### config.mk
export PLATFORM = sky130hd
export DESIGN_NAME = fp32_pool_reduce_flat
export DESIGN_NICKNAME = d
export VERILOG_FILES = /design/src/rtl/fp32_pool_reduce_pkg.sv /design/src/rtl/fp32_pool_reduce_if.sv /design/src/rtl/fp32_pool_reduce_cmp_sel.sv /design/src/rtl/fp32_pool_reduce.sv /design/src/flat_wrapper.sv
export SDC_FILE = /design/constraint.sdc
export NUM_CORES = 1
export LEC_CHECK = 0
export ABC_CLOCK_PERIOD_IN_PS = 5800
export BUFFER_PORTS_ARGS = -buffer_cell sky130_fd_sc_hd__buf_2
export CORE_ASPECT_RATIO = 1.75
export CORE_MARGIN = 1.5
export CORE_UTILIZATION = 62
export CTS_CLUSTER_SIZE = 40
export DETAILED_ROUTE_END_ITERATION = 7
export PLACE_DENSITY = 0.86
export SYNTH_ARGS = -nofsm -noshare
export SYNTH_HDL_FRONTEND = slang
export SYNTH_SLANG_ARGS = --single-unit
### constraint.sdc
create_clock -name clk -period 5.8 [get_ports clk]
set_input_delay 1.16 -clock clk [delete_from_list [all_inputs] [get_ports clk]]
set_output_delay 1.16 -clock clk [all_outputs]
set_load 0.005 [all_outputs]
### src/rtl/fp32_pool_reduce_pkg.sv
// Shared definitions for the fp32 pooling reducer: the quiet-NaN output
// pattern, the pooling mode encoding and fp32 ordering helpers.
// Optional argmax tracking is enabled with FP32_POOL_ARGMAX_EN.
package fp32_pool_pkg;

    localparam logic [31:0] FP32_QNAN = 32'h7FC0_0000;

    typedef enum logic {
        MODE_MAX = 1'b0,
        MODE_MIN = 1'b1
    } pool_mode_e;

    // Exponent all ones with a non-zero mantissa.
    function automatic logic fp32_is_nan(input logic [31:0] v);
        return (v[30:23] == 8'hFF) && (v[22:0] != '0);
    endfunction

    // Strict a < b in sign-magnitude order; +0 and -0 are equal.
    // NaNs are not ordered here, the caller tracks them separately.
    function automatic logic fp32_lt(input logic [31:0] a, input logic [31:0] b);
        logic a_zero;
        logic b_zero;
        a_zero = (a[30:0] == '0);
        b_zero = (b[30:0] == '0);
        if (a_zero && b_zero) begin
            return 1'b0;
        end
        if (a[31] != b[31]) begin
            return a[31];
        end
        if (a[31]) begin
            return a[30:0] > b[30:0];
        end
        return a[30:0] < b[30:0];
    endfunction

endpackage

### src/rtl/fp32_pool_reduce_if.sv
// Stream interface of the fp32 pooling reducer: element input handshake,
// result output handshake and per-window mode select.
// out_index exists only when FP32_POOL_ARGMAX_EN is defined.
interface fp32_pool_reduce_if #(
    parameter int unsigned CNT_W = 4
);
    logic             mode;
    logic             in_valid;
    logic             in_ready;
    logic [31:0]      in_data;
    logic             in_last;
    logic             out_valid;
    logic             out_ready;
    logic [31:0]      out_data;
    logic [CNT_W-1:0] out_count;
    logic             out_nan;
`ifdef FP32_POOL_ARGMAX_EN
    logic [CNT_W-1:0] out_index;

    modport master (
        output mode, in_valid, in_data, in_last, out_ready,
        input  in_ready, out_valid, out_data, out_count, out_nan, out_index
    );

    modport slave (
        input  mode, in_valid, in_data, in_last, out_ready,
        output in_ready, out_valid, out_data, out_count, out_nan, out_index
    );
`else
    modport master (
        output mode, in_valid, in_data, in_last, out_ready,
        input  in_ready, out_valid, out_data, out_count, out_nan
    );

    modport slave (
        input  mode, in_valid, in_data, in_last, out_ready,
        output in_ready, out_valid, out_data, out_count, out_nan
    );
`endif
endinterface

### src/rtl/fp32_pool_reduce_cmp_sel.sv
// Combinational fp32 compare-select: picks the better of the current and
// new value under the given mode. Ties keep the current (earlier) value.
module fp32_cmp_sel
    import fp32_pool_pkg::*;
(
    input  logic [31:0] cur_i,
    input  logic [31:0] new_i,
    input  logic        mode_i,
    output logic [31:0] sel_o,
    output logic        take_new_o
);

    // Strict comparison so that equal values never displace the earlier one.
    always_comb begin
        if (mode_i == MODE_MIN) begin
            take_new_o = fp32_lt(new_i, cur_i);
        end else begin
            take_new_o = fp32_lt(cur_i, new_i);
        end
        sel_o = take_new_o ? new_i : cur_i;
    end

endmodule

### src/rtl/fp32_pool_reduce.sv
// Streaming fp32 pooling reducer: folds up to WINDOW elements (or fewer,
// closed by in_last) into their max or min and emits one registered result
// per window with backpressure. Any NaN in a window yields the quiet NaN.
// Define FP32_POOL_ARGMAX_EN to add out_index (position of the selection).
module fp32_pool_reduce
    import fp32_pool_pkg::*;
#(
    parameter int unsigned WINDOW = 9
) (
    input logic               clk,
    input logic               rst,
    fp32_pool_reduce_if.slave bus
);

    localparam int unsigned      CNT_W    = $clog2(WINDOW + 1);
    localparam logic [CNT_W-1:0] LAST_CNT = CNT_W'(WINDOW - 1);

    // Window accumulator state
    logic [31:0]      acc_q, acc_d;
    logic [CNT_W-1:0] cnt_q, cnt_d;
    pool_mode_e       mode_q, mode_d;
    logic             nan_q, nan_d;

    // Output register
    logic             out_valid_q, out_valid_d;
    logic [31:0]      out_data_q, out_data_d;
    logic [CNT_W-1:0] out_count_q, out_count_d;
    logic             out_nan_q, out_nan_d;

`ifdef FP32_POOL_ARGMAX_EN
    logic [CNT_W-1:0] idx_q, idx_d;
    logic [CNT_W-1:0] out_index_q, out_index_d;
    logic [CNT_W-1:0] merged_idx;
`endif

    logic             in_ready;
    logic             in_fire;
    logic             out_fire;
    logic             first;
    logic             close;
    logic             new_nan;
    logic             merged_nan;
    logic [31:0]      merged;
    logic [31:0]      sel_val;
    logic             take_new;
    pool_mode_e       win_mode;

    assign in_ready = !out_valid_q || bus.out_ready;
    assign in_fire  = bus.in_valid && in_ready;
    assign out_fire = out_valid_q && bus.out_ready;
    assign first    = (cnt_q == '0);
    assign close    = (cnt_q == LAST_CNT) || bus.in_last;
    assign new_nan  = fp32_is_nan(bus.in_data);
    assign win_mode = first ? pool_mode_e'(bus.mode) : mode_q;

    fp32_cmp_sel u_cmp_sel (
        .cur_i      (acc_q),
        .new_i      (bus.in_data),
        .mode_i     (mode_q),
        .sel_o      (sel_val),
        .take_new_o (take_new)
    );

    // Fold the incoming element into the running window result.
    always_comb begin
        merged     = first ? bus.in_data : sel_val;
        merged_nan = (!first && nan_q) || new_nan;
`ifdef FP32_POOL_ARGMAX_EN
        // Once a NaN is seen the index freezes on the first NaN.
        if (first) begin
            merged_idx = '0;
        end else if (nan_q) begin
            merged_idx = idx_q;
        end else if (new_nan || take_new) begin
            merged_idx = cnt_q;
        end else begin
            merged_idx = idx_q;
        end
`endif
    end

    // Next-state for the accumulator and the output register.
    always_comb begin
        acc_d       = acc_q;
        cnt_d       = cnt_q;
        mode_d      = mode_q;
        nan_d       = nan_q;
        out_valid_d = out_valid_q;
        out_data_d  = out_data_q;
        out_count_d = out_count_q;
        out_nan_d   = out_nan_q;
`ifdef FP32_POOL_ARGMAX_EN
        idx_d       = idx_q;
        out_index_d = out_index_q;
`endif

        if (in_fire) begin
            acc_d  = merged;
            nan_d  = merged_nan;
            mode_d = win_mode;
            cnt_d  = close ? '0 : cnt_q + CNT_W'(1);
`ifdef FP32_POOL_ARGMAX_EN
            idx_d  = merged_idx;
`endif
        end

        // A close wins over a concurrent output transfer: the new result
        // replaces the departing one and out_valid stays high.
        if (in_fire && close) begin
            out_valid_d = 1'b1;
            out_data_d  = merged_nan ? FP32_QNAN : merged;
            out_count_d = cnt_q + CNT_W'(1);
            out_nan_d   = merged_nan;
`ifdef FP32_POOL_ARGMAX_EN
            out_index_d = merged_idx;
`endif
        end else if (out_fire) begin
            out_valid_d = 1'b0;
        end
    end

    // State registers with synchronous reset.
    always_ff @(posedge clk) begin
        if (rst) begin
            acc_q       <= '0;
            cnt_q       <= '0;
            mode_q      <= MODE_MAX;
            nan_q       <= 1'b0;
            out_valid_q <= 1'b0;
            out_data_q  <= '0;
            out_count_q <= '0;
            out_nan_q   <= 1'b0;
`ifdef FP32_POOL_ARGMAX_EN
            idx_q       <= '0;
            out_index_q <= '0;
`endif
        end else begin
            acc_q       <= acc_d;
            cnt_q       <= cnt_d;
            mode_q      <= mode_d;
            nan_q       <= nan_d;
            out_valid_q <= out_valid_d;
            out_data_q  <= out_data_d;
            out_count_q <= out_count_d;
            out_nan_q   <= out_nan_d;
`ifdef FP32_POOL_ARGMAX_EN
            idx_q       <= idx_d;
            out_index_q <= out_index_d;
`endif
        end
    end

    assign bus.in_ready  = in_ready;
    assign bus.out_valid = out_valid_q;
    assign bus.out_data  = out_data_q;
    assign bus.out_count = out_count_q;
    assign bus.out_nan   = out_nan_q;
`ifdef FP32_POOL_ARGMAX_EN
    assign bus.out_index = out_index_q;
`endif

endmodule
### src/flat_wrapper.sv
// flat-port wrapper written by rule: the top's interface ports become plain ports
module fp32_pool_reduce_flat import fp32_pool_pkg::*;
#(
    parameter int unsigned WINDOW = 9
)
  (clk, rst, bus_mode, bus_in_valid, bus_in_data, bus_in_last, bus_out_ready, bus_in_ready, bus_out_valid, bus_out_data, bus_out_count, bus_out_nan);
  fp32_pool_reduce_if bus_i ();
  input logic clk;
  input logic rst;
  input wire logic [$bits(bus_i.mode)-1:0] bus_mode;
  input wire logic [$bits(bus_i.in_valid)-1:0] bus_in_valid;
  input wire logic [$bits(bus_i.in_data)-1:0] bus_in_data;
  input wire logic [$bits(bus_i.in_last)-1:0] bus_in_last;
  input wire logic [$bits(bus_i.out_ready)-1:0] bus_out_ready;
  output wire logic [$bits(bus_i.in_ready)-1:0] bus_in_ready;
  output wire logic [$bits(bus_i.out_valid)-1:0] bus_out_valid;
  output wire logic [$bits(bus_i.out_data)-1:0] bus_out_data;
  output wire logic [$bits(bus_i.out_count)-1:0] bus_out_count;
  output wire logic [$bits(bus_i.out_nan)-1:0] bus_out_nan;
  assign bus_i.mode = bus_mode;
  assign bus_i.in_valid = bus_in_valid;
  assign bus_i.in_data = bus_in_data;
  assign bus_i.in_last = bus_in_last;
  assign bus_i.out_ready = bus_out_ready;
  assign bus_in_ready = bus_i.in_ready;
  assign bus_out_valid = bus_i.out_valid;
  assign bus_out_data = bus_i.out_data;
  assign bus_out_count = bus_i.out_count;
  assign bus_out_nan = bus_i.out_nan;
  fp32_pool_reduce #(.WINDOW(WINDOW)) u_core (.clk(clk), .rst(rst), .bus(bus_i));
endmodule
==> impl_metrics.yaml <==
outcome:
  status: "complete, no violations"
yosys:
  syn_nets: 655
  synth_area_per_cell_um2: 8.13
  synth_seq_cells: 76
  syn_inst: 584
  synth_edf_count: 0
  synthArstFlopShare_pct: 0
  synthFlopType: "dfxtp_1"
  synth_top_area_share_pct: 32.0
  synth_top_area_cell: "dfxtp_1"
  synthesis.area_um2: 4750
  synth.distinct_cells: 44
  synth_area_leaders: "dfxtp_1 32%, ha_1 8.7%, nand4_1 6.3%, nand3_1 5.3%, a21oi_1 5.0%"
  synth-seq-area-share_pct: 32.0
  yosys_warnings: 0
clock_tree:
  clk_pin_slew_ns: 0.06
  holdBufCountCts: 0
  numCtsBuffers: 9
  numClockSinks: 76
  h-tree-depth: 3
  cts_resized: 0
  cts_root_buf: "clkbuf_16"
  worstSkewPairLatency_ns: 0.34
  cts_tree: "yes"
  post-cts-setup-buffers: 0
  cts_buffer_depth: 2
route:
  drt_wl_total_mm: 13.8
  vias: 5049
  drc: 0
  post_drt_wl_per_cell_um: 19.4
  first_pass_iters: 6
  ant_nets: 0
  drt-initial-drc-count: 422
  vias_per_cell: 7.09
floorplanning:
  start_util_pct: 63.2
  dieWidth_um: 69.2
  dieHeight_um: 119
  dieArea_um2: 8210
  core_area_um2: 7510
  ios: 77
  num_rows: 42
placement:
  placed_cell_area_um2: 5080
  port-buffer-count: 76
  place_congestion: 0.938
  post-place-ws_ns: 1.20
  dp_hpwl_mm: 9.16
  dp_cells: 699
power_and_ir_drop:
  p_leak_nw: 2.33
  p_sw_share_pct: 30.3
  clock_power_share_pct: 37.3
  pwr_density_cell_nw_per_um2: 273
  ir_drop_v: 0.000191
  p_int_w: 0.00102
  combPwrFrac_pct: 21.5
  power_frac_seq_pct: 41.2
  switching_power_w: 0.000443
global_routing:
  grt_pass1_wl_mm: 22.6
  grt_pass1_vias: 4728
  antenna_found_initial: 0
  grt-ovfl-total: 0
  grt_max_degree: 64
  track_usage_pct: 33.8
sta:
  drv_slew: 0
  worstMarginPinSlew_ns: 1.17
  max_slew_margin_pct: 22.1
  fmax_mhz: 232
  setup_slack_ns: 1.48
  setup_tns_ns: 0
  skew_ns: 0.00638
  hold_viol: 0
  grt_setup_unrepaired: "no"
  min_period_over_period_pct: 74.4
  setup-violations-final: 0
  period_needed_ns: 4.32
setup_path:
  critPathArrivalTime_ns: 4.58
  slowest_delay_ns: 0.88
  crit_family: "simple AND/OR/NAND/NOR gates"
  worstPathMaxFanout: 34
  required_ns: 6.06
  crit_type: "in -> reg"
  slowest_stage: "nand4bb_2"
  cp_num_buf_inv: 3
  critPathLaunchType: "primary input"
  cp-end-kind: "flop"
  crit_chain: "buf_2 -> inv_1 -> ha_1 -> nand4_1 -> nor4b_2 -> nand2_1 -> a21o_1 -> and3_1 -> nand4bb_2 -> buf_4 -> a31o_2 -> a21oi_1"
cells_and_area:
  design_area_um2: 5360
  final_cells: 712
  finish.utilization_pct: 71.3
  nNetsFinal: 693
  drive_above_1_share_pct: 18.4
  antenna_cells: 0
  mostFrequentLayoutCells: "76 x buf_2, 76 x dfxtp_1, 50 x nand3_1"
  areaGrowthSynthToFinish_pct: 12.8
hold_path:
  hold_class: "reg -> reg"
run:
  cap_violations: 0
## final timing paths
check	cells after the start	from	endpoint	slack [ns]
max	12	bus_in_data[28]	u_core.acc_q[1]	1.48
min	2	u_core.bus.out_data[31]	u_core.bus.out_data[31]	0.47
max reg2reg	11	u_core.cnt_q[0]	u_core.bus.out_data[15]	1.98
min reg2reg	2	u_core.bus.out_data[31]	u_core.bus.out_data[31]	0.47
## cell type report
class	count	area (um2)
inverters	35	131
repair buffers	85	448
clock buffers	11	243
flip-flops and latches	76	1520
well taps	88	110
fillers	618	2160
clock inverters	2	37.5
multi-input cells	415	2870
## synth_stat cells (9+ instances only)
library cell	count
nand2_1	18
dfxtp_1	76
buf_2	15
a31o_1	20
nand4_1	48
o211ai_1	23
nand3_1	50
o31ai_1	10
inv_1	35
nor4_1	15
a21oi_1	47
clkbuf_1	39
and3_1	23
a31o_2	10
ha_1	33
a311oi_1	9
nor2_1	32
a32oi_1	22
## power by group through the flow
stage                     sequential (W)  clock (W)  combinational (W)
after floorplan                 0.000603          0           0.000216
after global placement          0.000609          0           0.000293
after detailed placement        0.000611          0           0.000305
after CTS                       0.000601   0.000548           0.000308
after global routing            0.000606   0.000571           0.000344
final                           0.000603   0.000545           0.000314
## flip-flops by register name, summed over array words and instances (netlist names)
| name | flops |
|---|---|
| u_core.bus.out_nan | 1 |
| u_core.mode_q | 1 |
| u_core.bus.out_valid | 1 |
| u_core.nan_q | 1 |
| u_core.bus.out_count | 4 |
| u_core.cnt_q | 4 |
| u_core.acc_q | 32 |
| u_core.bus.out_data | 32 |
## logic make-up (layout without fill, tap and decap cells)
logic type               count (synthesis)  count (layout)  share of synthesized area (%)
AND/OR/NAND/NOR                        211             211                           24.6
AO/OA/AOI/OAI                          164             164                           25.1
buffers and inverters                   93             133                           8.22
flip-flops                              76              76                           32.0
adder cells (fa/ha/maj)                 33              33                           8.70
multiplexers                             4               4                          0.843
XOR/XNOR                                 3               3                          0.553
## through the flow
stage	total power [W]	hold WS, ns
2_1_floorplan	0.000818	0.449
3_3_place_gp	0.000902	0.435
3_5_place_dp	0.000917	0.459
4_1_cts	0.00146	0.475
5_1_grt	0.00152	0.495
6_report	0.00146	0.467
## worst min-delay path, cell delays in order (launching register included)
cell	delay, ns
dfxtp_1	0.33
nand2_1	0.04
o21ai_0	0.06
## metal layers
metal	part of all wire [%]	vias to the layer above	track usage, %
met5	0	-	0
met4	4.1	0	19.1
met3	7.5	55	6.39
met2	52	284	59.3
met1	36	2392	37.6
li1	-	2318	-
No activity file was read; power rests on OpenSTA's default activity.
